===== config.mk =====
export PLATFORM = sky130hd
export DESIGN_NAME = fb_write_arbiter
export DESIGN_NICKNAME = d
export VERILOG_FILES = /design/src/rtl/fb_write_arbiter_pkg.sv /design/src/rtl/fb_write_arbiter_cam_fifo.sv /design/src/rtl/fb_write_arbiter.sv
export SDC_FILE = /design/constraint.sdc
export NUM_CORES = 1
export LEC_CHECK = 0
export ABC_CLOCK_PERIOD_IN_PS = 4800
export BUFFER_PORTS_ARGS = -buffer_cell sky130_fd_sc_hd__buf_2
export CAP_MARGIN = 10
export CORE_MARGIN = 2
export CORE_UTILIZATION = 34
export DETAILED_ROUTE_END_ITERATION = 8
export SKIP_CTS_REPAIR_TIMING = 1
export SYNTH_ARGS = -nofsm -noshare
export SYNTH_HDL_FRONTEND = slang
export SYNTH_SLANG_ARGS = --single-unit
export TNS_END_PERCENT = 30

===== constraint.sdc =====
create_clock -name clk -period 4.8 [get_ports clk]
set_input_delay 0 -clock clk [delete_from_list [all_inputs] [get_ports clk]]
set_output_delay 0 -clock clk [all_outputs]
set_load 0.005 [all_outputs]

===== src/rtl/fb_write_arbiter_pkg.sv =====
// Shared types and constants for the frame-buffer write arbiter.
// Holds the write-record layout, the grant encoding and the fill-engine state encoding.
package fb_pkg;

    localparam int ADDR_W   = 17;
    localparam int DATA_W   = 16;
    localparam int FB_DEPTH = 76800;

    typedef struct packed {
        logic [ADDR_W-1:0] addr;
        logic [DATA_W-1:0] data;
    } fb_wr_t;

    typedef enum logic [1:0] {
        GNT_NONE = 2'd0,
        GNT_CAM  = 2'd1,
        GNT_CLR  = 2'd2,
        GNT_SPR  = 2'd3
    } fb_gnt_e;

    typedef enum logic [1:0] {
        CLR_IDLE = 2'd0,
        CLR_RUN  = 2'd1,
        CLR_DONE = 2'd2
    } fb_clr_e;

endpackage


===== src/rtl/fb_write_arbiter_cam_fifo.sv =====
// Camera skid FIFO: absorbs pixels while another source owns the write port.
// Read data is the head entry, presented combinationally (first-word fall-through).
module fb_cam_fifo
    import fb_pkg::*;
#(
    parameter int DEPTH = 4
) (
    input  logic   clk,
    input  logic   reset,
    input  logic   i_push,
    input  fb_wr_t i_din,
    input  logic   i_pop,
    output fb_wr_t o_dout,
    output logic   o_full,
    output logic   o_empty
);

    localparam int PW = $clog2(DEPTH);

    fb_wr_t        r_mem [DEPTH];
    logic [PW-1:0] r_wr_ptr;
    logic [PW-1:0] r_rd_ptr;
    logic [PW:0]   r_count;

    logic w_push;
    logic w_pop;

    assign o_empty = (r_count == '0);
    assign o_full  = (r_count == (PW+1)'(DEPTH));
    assign o_dout  = r_mem[r_rd_ptr];

    // A full FIFO still accepts a push when the head leaves in the same cycle.
    assign w_pop  = i_pop && !o_empty;
    assign w_push = i_push && (!o_full || w_pop);

    always_ff @(posedge clk) begin
        if (w_push) begin
            r_mem[r_wr_ptr] <= i_din;
        end
    end

    always_ff @(posedge clk) begin
        if (reset) begin
            r_wr_ptr <= '0;
            r_rd_ptr <= '0;
            r_count  <= '0;
        end else begin
            if (w_push) begin
                r_wr_ptr <= r_wr_ptr + 1'b1;
            end
            if (w_pop) begin
                r_rd_ptr <= r_rd_ptr + 1'b1;
            end
            case ({w_push, w_pop})
                2'b10:   r_count <= r_count + 1'b1;
                2'b01:   r_count <= r_count - 1'b1;
                default: r_count <= r_count;
            endcase
        end
    end

endmodule


===== src/rtl/fb_write_arbiter.sv =====
// Sole owner of the frame-buffer write port: arbitrates camera, sprite and fill writes,
// with one registered write per cycle and out-of-range writes suppressed.
module fb_write_arbiter
    import fb_pkg::*;
#(
    parameter int ADDR_W     = fb_pkg::ADDR_W,
    parameter int DATA_W     = fb_pkg::DATA_W,
    parameter int FB_DEPTH   = fb_pkg::FB_DEPTH,
    parameter int CAM_FIFO   = 4,
    parameter int STARVE_MAX = 15
) (
    input  logic              clk,
    input  logic              reset,
    input  logic              cam_valid,
    input  logic [ADDR_W-1:0] cam_addr,
    input  logic [DATA_W-1:0] cam_data,
    // Sprite handshake: a write transfers on a cycle where spr_valid && spr_ready;
    // spr_ready is a same-cycle grant and only rises while spr_valid is high.
    input  logic              spr_valid,
    output logic              spr_ready,
    input  logic [ADDR_W-1:0] spr_addr,
    input  logic [DATA_W-1:0] spr_data,
    input  logic              clr_start,
    input  logic [DATA_W-1:0] clr_color,
    output logic              clr_busy,
    output logic              clr_done,
    output logic              fb_we,
    output logic [ADDR_W-1:0] fb_waddr,
    output logic [DATA_W-1:0] fb_wdata,
    output logic              cam_overflow,
    output logic              oob_err,
    output logic [1:0]        o_dbg_clr_state
);

    localparam logic [1:0] S_IDLE = CLR_IDLE;
    localparam logic [1:0] S_RUN  = CLR_RUN;
    localparam logic [1:0] S_DONE = CLR_DONE;

    localparam int                SW       = $clog2(STARVE_MAX + 1);
    localparam logic [SW-1:0]     LP_SMAX  = SW'(STARVE_MAX);
    localparam logic [ADDR_W:0]   LP_DEPTH = (ADDR_W+1)'(FB_DEPTH);
    localparam logic [ADDR_W-1:0] LP_LAST  = ADDR_W'(FB_DEPTH - 1);

    logic [1:0]        r_clr_state;
    logic [ADDR_W-1:0] r_clr_addr;
    logic [DATA_W-1:0] r_clr_color;
    logic [SW-1:0]     r_starve;
    logic              r_we;
    logic [ADDR_W-1:0] r_waddr;
    logic [DATA_W-1:0] r_wdata;
    logic              r_oob;
    logic              r_overflow;

    fb_wr_t            w_cam_in;
    fb_wr_t            w_fifo_dout;
    logic              w_fifo_full;
    logic              w_fifo_empty;
    logic              w_fifo_pop;
    logic              w_cam_drop;
    fb_gnt_e           w_gnt;
    logic              w_any_gnt;
    logic              w_clr_gnt;
    logic [ADDR_W-1:0] w_sel_addr;
    logic [DATA_W-1:0] w_sel_data;
    logic              w_in_range;

    assign w_cam_in.addr = cam_addr;
    assign w_cam_in.data = cam_data;

    fb_cam_fifo #(
        .DEPTH (CAM_FIFO)
    ) u_cam_fifo (
        .clk     (clk),
        .reset   (reset),
        .i_push  (cam_valid),
        .i_din   (w_cam_in),
        .i_pop   (w_fifo_pop),
        .o_dout  (w_fifo_dout),
        .o_full  (w_fifo_full),
        .o_empty (w_fifo_empty)
    );

    // A starved sprite outranks everything; otherwise camera, then fill, then sprite.
    always_comb begin
        w_gnt = GNT_NONE;
        if (spr_valid && (r_starve == LP_SMAX)) begin
            w_gnt = GNT_SPR;
        end else if (!w_fifo_empty) begin
            w_gnt = GNT_CAM;
        end else if (r_clr_state == S_RUN) begin
            w_gnt = GNT_CLR;
        end else if (spr_valid) begin
            w_gnt = GNT_SPR;
        end
    end

    always_comb begin
        w_sel_addr = w_fifo_dout.addr;
        w_sel_data = w_fifo_dout.data;
        case (w_gnt)
            GNT_CLR: begin
                w_sel_addr = r_clr_addr;
                w_sel_data = r_clr_color;
            end
            GNT_SPR: begin
                w_sel_addr = spr_addr;
                w_sel_data = spr_data;
            end
            default: begin
                w_sel_addr = w_fifo_dout.addr;
                w_sel_data = w_fifo_dout.data;
            end
        endcase
    end

    assign w_any_gnt  = (w_gnt != GNT_NONE);
    assign w_clr_gnt  = (w_gnt == GNT_CLR);
    assign w_fifo_pop = (w_gnt == GNT_CAM);
    assign w_in_range = ({1'b0, w_sel_addr} < LP_DEPTH);
    assign w_cam_drop = cam_valid && w_fifo_full && !w_fifo_pop;

    assign spr_ready = (w_gnt == GNT_SPR);

    always_ff @(posedge clk) begin
        if (reset) begin
            r_starve <= '0;
        end else if (spr_valid && !spr_ready) begin
            r_starve <= (r_starve == LP_SMAX) ? r_starve : r_starve + 1'b1;
        end else begin
            r_starve <= '0;
        end
    end

    always_ff @(posedge clk) begin
        if (reset) begin
            r_clr_state <= S_IDLE;
            r_clr_addr  <= '0;
            r_clr_color <= '0;
        end else begin
            case (r_clr_state)
                S_IDLE: begin
                    if (clr_start) begin
                        r_clr_state <= S_RUN;
                        r_clr_addr  <= '0;
                        r_clr_color <= clr_color;
                    end
                end
                S_RUN: begin
                    if (w_clr_gnt) begin
                        if (r_clr_addr == LP_LAST) begin
                            r_clr_state <= S_DONE;
                        end else begin
                            r_clr_addr <= r_clr_addr + 1'b1;
                        end
                    end
                end
                S_DONE: begin
                    r_clr_state <= S_IDLE;
                end
                default: begin
                    r_clr_state <= S_IDLE;
                end
            endcase
        end
    end

    // Out-of-range grants still consume the request but never reach the frame buffer.
    always_ff @(posedge clk) begin
        if (reset) begin
            r_we       <= 1'b0;
            r_waddr    <= '0;
            r_wdata    <= '0;
            r_oob      <= 1'b0;
            r_overflow <= 1'b0;
        end else begin
            r_we       <= w_any_gnt && w_in_range;
            r_oob      <= w_any_gnt && !w_in_range;
            r_overflow <= r_overflow || w_cam_drop;
            if (w_any_gnt && w_in_range) begin
                r_waddr <= w_sel_addr;
                r_wdata <= w_sel_data;
            end
        end
    end

    assign fb_we           = r_we;
    assign fb_waddr        = r_waddr;
    assign fb_wdata        = r_wdata;
    assign oob_err         = r_oob;
    assign cam_overflow    = r_overflow;
    assign clr_busy        = (r_clr_state == S_RUN);
    assign clr_done        = (r_clr_state == S_DONE);
    assign o_dbg_clr_state = r_clr_state;

endmodule


* After elaboration in Yosys (flattened, before gate mapping) *
Memories as Yosys holds them, arrays and structs flattened. A register that Yosys moved wholly into a read port is not among the register bits.
Cells that the tools add are included.

cells by class
  add/sub/neg operators = 6
  $lt $le $gt $ge = 1
  eq/ne operators = 14
  mux-type cells = 19
  bitwise gates (word level) = 1
  reductions and logical operators = 24

operators by type and width
  operator                                                         count
  17-bit case mux with 2 select lines                              2
  17-bit 2-to-1 mux                                                3
  16-bit case mux with 2 select lines                              1
  2-bit 2-to-1 mux                                                 9
  17-bit by 1-bit adder with 17-bit output, second input constant  1
  17-bit == test, second input constant                            1
  17-bit < comparator, second input constant                       1
  2-bit == test, second input constant                             4
  1-bit logical AND                                                8
  2-bit by 1-bit == test with 1-bit output, second input constant  3
  3-bit case mux with 2 select lines                               1
  2-bit nonzero test                                               3
  1-bit zero test                                                  5
  2-bit by 1-bit adder with 2-bit output, second input constant    2
  4-bit by 1-bit adder with 4-bit output, second input constant    1
  4-bit == test, second input constant                             1
  2-bit by 1-bit != test with 1-bit output, second input constant  2
  2-bit != test, second input constant                             2
  2-bit case mux with 2 select lines                               1
  4-bit AND reduction                                              1
  3-bit by 1-bit adder with 3-bit output, second input constant    1
  3-bit == test, second input constant                             1
  3-bit zero test                                                  1
  3-bit AND reduction                                              1
  7 further kinds                                                  9

word-level totals
  flip-flop bits (word level) = 82
  bits in writable memories = 132
  input bits = 87
  output and inout port bits = 41
  logic and storage cells = 78
  memories kept = 1

memories
  memory            words  width  read ports  clocked after memory_dff  write ports  RTL line                         RTL
  u_cam_fifo.r_mem  4      33     1           1                         1            fb_write_arbiter_cam_fifo.sv:20  fb_wr_t r_mem [DEPTH];

* Longest topological paths before layout *
  depth in word-level cells = 10
  depth in mapped cells = 12
  gate-level depth less buffers = 11

* Cells and area by module *
A second synthesis with hierarchy kept.

second synthesis, totals
  cells, all modules = 690
  area, all modules = 8966.1 sq um

modules (own cells, without submodules)
  module            instances  cells an instance  area an instance (sq um)  sequential area each (sq um)
  fb_cam_fifo       1          227                5302.6                    4144.0
  fb_write_arbiter  1          463                3663.5                    1501.4

* Least setup slack after synthesis *
Ideal clock, no wire load.

  kind = flip-flop to flip-flop
  start point = reg r_starve[0]
  end point = reg u_cam_fifo.r_count[2]
  library setup time = 0.071 ns
  arrival = 2.545 ns
  required time = 4.729 ns
  setup slack = 2.185 ns
  cell stages (with the launch flop) = 13
  buffers on the path = 1
  clock period less this slack = 2.615 ns
  cell sequence = dfxtp_1 ha_1 and4_4 buf_2 nand3_1 and2_1 inv_1 ha_1 inv_1 fa_1 xor2_1 or3_1 a21oi_1

between the ends
  cells in the longest elaborated chain, start to end = 9
  elaborated cells on any way between the ends = 11
  those cells by class = 4 x eq/ne; 2 x mux; 5 x reduce/logical

RTL lines
  element                                                                           RTL line                         RTL
  from (decl)                                                                       fb_write_arbiter.sv:47           logic [SW-1:0] r_starve;
  from (signal assigned)                                                            fb_write_arbiter.sv:128          r_starve <= (r_starve == LP_SMAX) ? r_starve : r_starve + 1'b1;
  4-bit == test *                                                                   fb_write_arbiter.sv:86           if (spr_valid && (r_starve == LP_SMAX)) begin
  1-bit logical AND *                                                               fb_write_arbiter.sv:86
  2-bit 2-to-1 mux *                                                                fb_write_arbiter.sv:86
  2-bit by 1-bit == test with 1-bit output *                                        fb_write_arbiter.sv:118          assign w_fifo_pop = (w_gnt == GNT_CAM);
  1-bit logical AND *                                                               fb_write_arbiter_cam_fifo.sv:33  assign w_pop = i_pop && !o_empty;
  1-bit logical OR                                                                  fb_write_arbiter_cam_fifo.sv:34  assign w_push = i_push && (!o_full || w_pop);
  1-bit logical AND                                                                 fb_write_arbiter_cam_fifo.sv:34
  2-bit by 1-bit == test with 1-bit output / 2-bit == test (equally long branches)  fb_write_arbiter_cam_fifo.sv:54  case ({w_push, w_pop})
  3-bit case mux with 2 select lines / 2-bit nonzero test (equally long branches)   -
  to (signal assigned)                                                              fb_write_arbiter_cam_fifo.sv:55  2'b10: r_count <= r_count + 1'b1;
  to (signal assigned)                                                              fb_write_arbiter_cam_fifo.sv:56  2'b01: r_count <= r_count - 1'b1;
  to (signal assigned)                                                              fb_write_arbiter_cam_fifo.sv:57  default: r_count <= r_count;
  to (decl)                                                                         fb_write_arbiter_cam_fifo.sv:23  logic [PW:0] r_count;

Every way passes the cells marked *; elsewhere a longest branch is shown, timed or not.
A chain may end at the register's enable or synchronous reset.

* Final worst setup path *
  start point = reg r_starve[0]
  end point = reg r_waddr[1] (netlist: fb_waddr[1])

between the ends
  cells in the longest elaborated chain, start to end = 7
  elaborated cells on any way between the ends = 9
  those cells by class = 1 x order compare; 3 x eq/ne; 2 x mux; 3 x reduce/logical

RTL lines
  element                              RTL line                 RTL
  4-bit == test *                      fb_write_arbiter.sv:86
  1-bit logical AND *                  fb_write_arbiter.sv:86
  2-bit 2-to-1 mux *                   fb_write_arbiter.sv:86
  2-bit == test                        fb_write_arbiter.sv:100  case (w_gnt)
  17-bit case mux with 2 select lines  fb_write_arbiter.sv:100
  17-bit < comparator                  fb_write_arbiter.sv:119  assign w_in_range = ({1'b0, w_sel_addr} < LP_DEPTH);
  1-bit logical AND                    fb_write_arbiter.sv:179  if (w_any_gnt && w_in_range) begin
  to (signal assigned)                 fb_write_arbiter.sv:180  r_waddr <= w_sel_addr;
  to (decl)                            fb_write_arbiter.sv:49   logic [ADDR_W-1:0] r_waddr;

Marked as above.

==> results.py <==
metrics = {
    "power_and_ir_drop": {
        "fin_total_pwr_mw": 5.87,
        "leakagePower_nw": 4.31,
        "p_per_area_nw_per_um2": 512,
        "vdd_drop_max_mv": 0.281,
    },
    "sta": {
        "finalHoldViolCount": 4,
        "fin_crit_sh_pct": 68.7,
        "period_needed_ns": 3.30,
        "rsz0062_at_grt": "false",
        "setup_violations": 0,
        "holdWs_ns": -0.0570,
        "relSlewSlack_pct": 46.0,
        "worst_pin_slew_ns": 0.808,
        "setup_ws_ns": 1.50,
        "drv_slew": 0,
        "fin_worst_skew_ns": 0.0108,
        "tns_ns": 0,
        "max_freq_ghz": 0.303,
    },
    "global_routing": {
        "grtUsageTotal_pct": 14.7,
        "first_global_vias": 5734,
        "grt_pass1_wl_um": 32400,
        "grt_max_degree": 59,
        "antenna_found_initial": 1,
        "grt_overflow": 0,
    },
    "cts": {
        "clk_path_buf_depth": 3,
        "cts_tree": "yes",
        "clock_sinks": 216,
        "clk_pin_slew_ns": 0.06,
        "cts-root-buf": "clkbuf_16",
        "cts_made_buffers": 23,
        "htreeDepth": 1,
        "insertion_delay_ns": 0.50,
    },
    "worst_setup_path": {
        "worstReg2RegEnd": "fb_waddr[1]",
        "critPathArrivalTime_ns": 3.68,
        "worst-path-buf-inv": 1,
        "path_max_fanout": 32,
        "crit_path_end_kind": "flop",
        "cpPeakStageDelay_ns": 0.47,
        "r2r_setup_slack_ns": 1.50,
        "start_kind": "flop",
        "crit_path_start": "r_starve[0]",
        "path_cells": "ha_1 -> nand4_1 -> nand3_1 -> buf_4 -> o22a_1 -> o21ai_0 -> a211o_1 -> nand2_4 -> mux2_1",
        "r2r_cells": 9,
        "crit_family": "simple AND/OR/NAND/NOR gates",
        "r2r_start": "r_starve[0]",
        "crit_slowest_cell": "nand2_4",
        "crit_type": "reg2reg",
        "cp.required_ns": 5.18,
    },
    "final_layout": {
        "area_growth_pct": 26.7,
        "drive_above_1_share_pct": 26.9,
        "layout.area.seq_um2": 5650,
        "final_cell_count_no_fill": 1218,
        "stdcell_area_um2": 11500,
        "fillers": 2406,
        "fin_util_pct": 43.9,
        "layout.nets": 961,
        "multi_input_area_um2": 3180,
    },
    "synth": {
        "async_flop_share_pct": 0,
        "synth_nets": 768,
        "synth-edff-count": 132,
        "synth_area_leader_cell": "edfxtp_1",
        "synth_area_um2": 9050,
        "ys_ff_latch": 216,
        "yosysSeqAreaShare_pct": 62.4,
        "ys_types": 62,
        "yosys_warnings": 0,
        "yosys_most_used_dff": "edfxtp_1",
        "synth_top_area_share_pct": 43.8,
        "syn_inst": 673,
        "synth_area_per_cell_um2": 13.5,
        "synth_area_leaders": "edfxtp_1 (44%), dfxtp_1 (19%), mux4_2 (8.2%), mux2_4 (3.5%), nor2_1 (2.9%)",
    },
    "drt": {
        "drc": 8,
        "firstDrtPassIters": 7,
        "final_antenna_net_count": 0,
        "vias_per_cell": 4.94,
        "vias": 6022,
        "detail_route.wl_per_cell_um": 17.6,
        "drt_wl_total_um": 21500,
        "drt_iter0_markers": 342,
    },
    "placed_design": {
        "post-place-cells": 1105,
        "detailed_place_hpwl_um": 14500,
        "place_ws_ns": 1.49,
        "io_buffers": 127,
        "globalplace.congestion": 0.773,
        "postPlaceCellArea_um2": 9990,
    },
    "floorplanning": {
        "coreArea_um2": 26100,
        "rows": 59,
        "die-height_um": 167,
        "start_util_pct": 34.6,
        "die-area_um2": 27900,
        "die_w_um": 167,
        "ios": 128,
    },
    "hold_path": {
        "worstHoldStart": "spr_addr[2]",
        "hp-class": "in2reg",
        "hold_end": "fb_waddr[2]",
        "hold_path_depth": 3,
    },
    "run_status": {
        "failed_checks": "DRC, hold timing",
        "outcome": "finished with violations",
    },
    "run": {
        "maxCapViolations": 0,
    },
}
## area by class of cell
cell class                      instances  share of cell area, %
Tap cell                              335                   3.65
Antenna cell                            1                 0.0218
Clock buffer                           26                   5.12
Sequential cell                       216                   49.2
Multi-Input combinational cell        407                   27.7
Clock inverter                         15                   1.55
Inverter                               10                  0.327
Timing Repair Buffer                  208                   12.4
## state kept, by name, indices dropped and copies added (netlist names), named ones only
name                 count
u_cam_fifo.r_mem       132
fb_waddr                17
r_clr_addr              17
fb_wdata                16
r_clr_color             16
r_starve                 4
u_cam_fifo.r_count       3
o_dbg_clr_state          2
u_cam_fifo.r_rd_ptr      2
u_cam_fifo.r_wr_ptr      2
cam_overflow             1
fb_we                    1
oob_err                  1
## tightest hold or removal path: stages
cell      delay (ns)
buf_2           0.11
o221ai_1        0.14
mux2i_1         0.14
## cells in the final DEF (no fill, tap or decap), drive strengths merged, types with 4 or more instances in the layout
master | synthesis | layout
o22ai | 19 | 19
nand2b | 15 | 15
mux4 | 33 | 33
a21oi | 29 | 29
mux2 | 23 | 23
clkbuf | 21 | 26
clkinv | 0 | 8
nor3 | 26 | 26
o221ai | 9 | 9
dlygate4sd3 | 0 | 71
and4 | 6 | 6
xor2 | 8 | 8
or3 | 7 | 7
buf | 19 | 137
edfxtp | 132 | 132
xnor2 | 10 | 10
and3 | 6 | 6
nand3 | 11 | 11
nand2 | 48 | 48
mux2i | 10 | 10
dfxtp | 84 | 84
ha | 7 | 7
bufinv | 0 | 4
nor2 | 69 | 69
nor2b | 26 | 26
o21ai | 9 | 9
inv | 10 | 10
## synthesized netlist by cell type (10+ instances only)
master,n
nor2b_1,26
nand2b_1,15
nand3_1,10
nor3_1,25
xnor2_1,10
mux4_2,33
mux2i_1,10
clkbuf_1,21
mux2_4,21
nand2_1,47
o22ai_1,19
a21oi_1,27
dfxtp_1,84
edfxtp_1,132
nor2_1,69
## worst max-delay path by stage
| stage | to | slack (ns) | cells past startpoint |
|---|---|---|---|
| floorplan | u_cam_fifo.r_count[2] | 2.18 | 12 |
| global placement | fb_waddr[1] | 1.57 | 7 |
| detailed placement | fb_waddr[1] | 1.49 | 9 |
| CTS | fb_waddr[1] | 1.47 | 9 |
| global route | fb_waddr[1] | 1.17 | 9 |
| finish | fb_waddr[1] | 1.50 | 9 |
## routing by layer
metal | up-vias | share of wire [%] | track usage, %
met5 | - | 0 | 0
met4 | 0 | 2.0 | 3.25
met3 | 26 | 6.5 | 3.50
met2 | 192 | 45 | 22.9
met1 | 2910 | 46 | 20.8
li1 | 2894 | - | -
## report_power, final
part	leakage, nW	total [mW]	switching (mW)	internal (mW)
Clock	0.364	1.78	0.692	1.09
Combinational	2.05	1.81	0.927	0.878
Sequential	1.90	2.29	0.125	2.16
## logic make-up after synthesis
family | Yosys count | share of synthesized area, %
simple gates | 229 | 12.7
fa+ha+maj | 8 | 1.19
flops | 216 | 62.4
buf+inv | 50 | 2.57
xor+xnor | 18 | 1.74
mux | 66 | 13.0
compound gates | 86 | 6.38
Power figures use the tool's default switching activity.
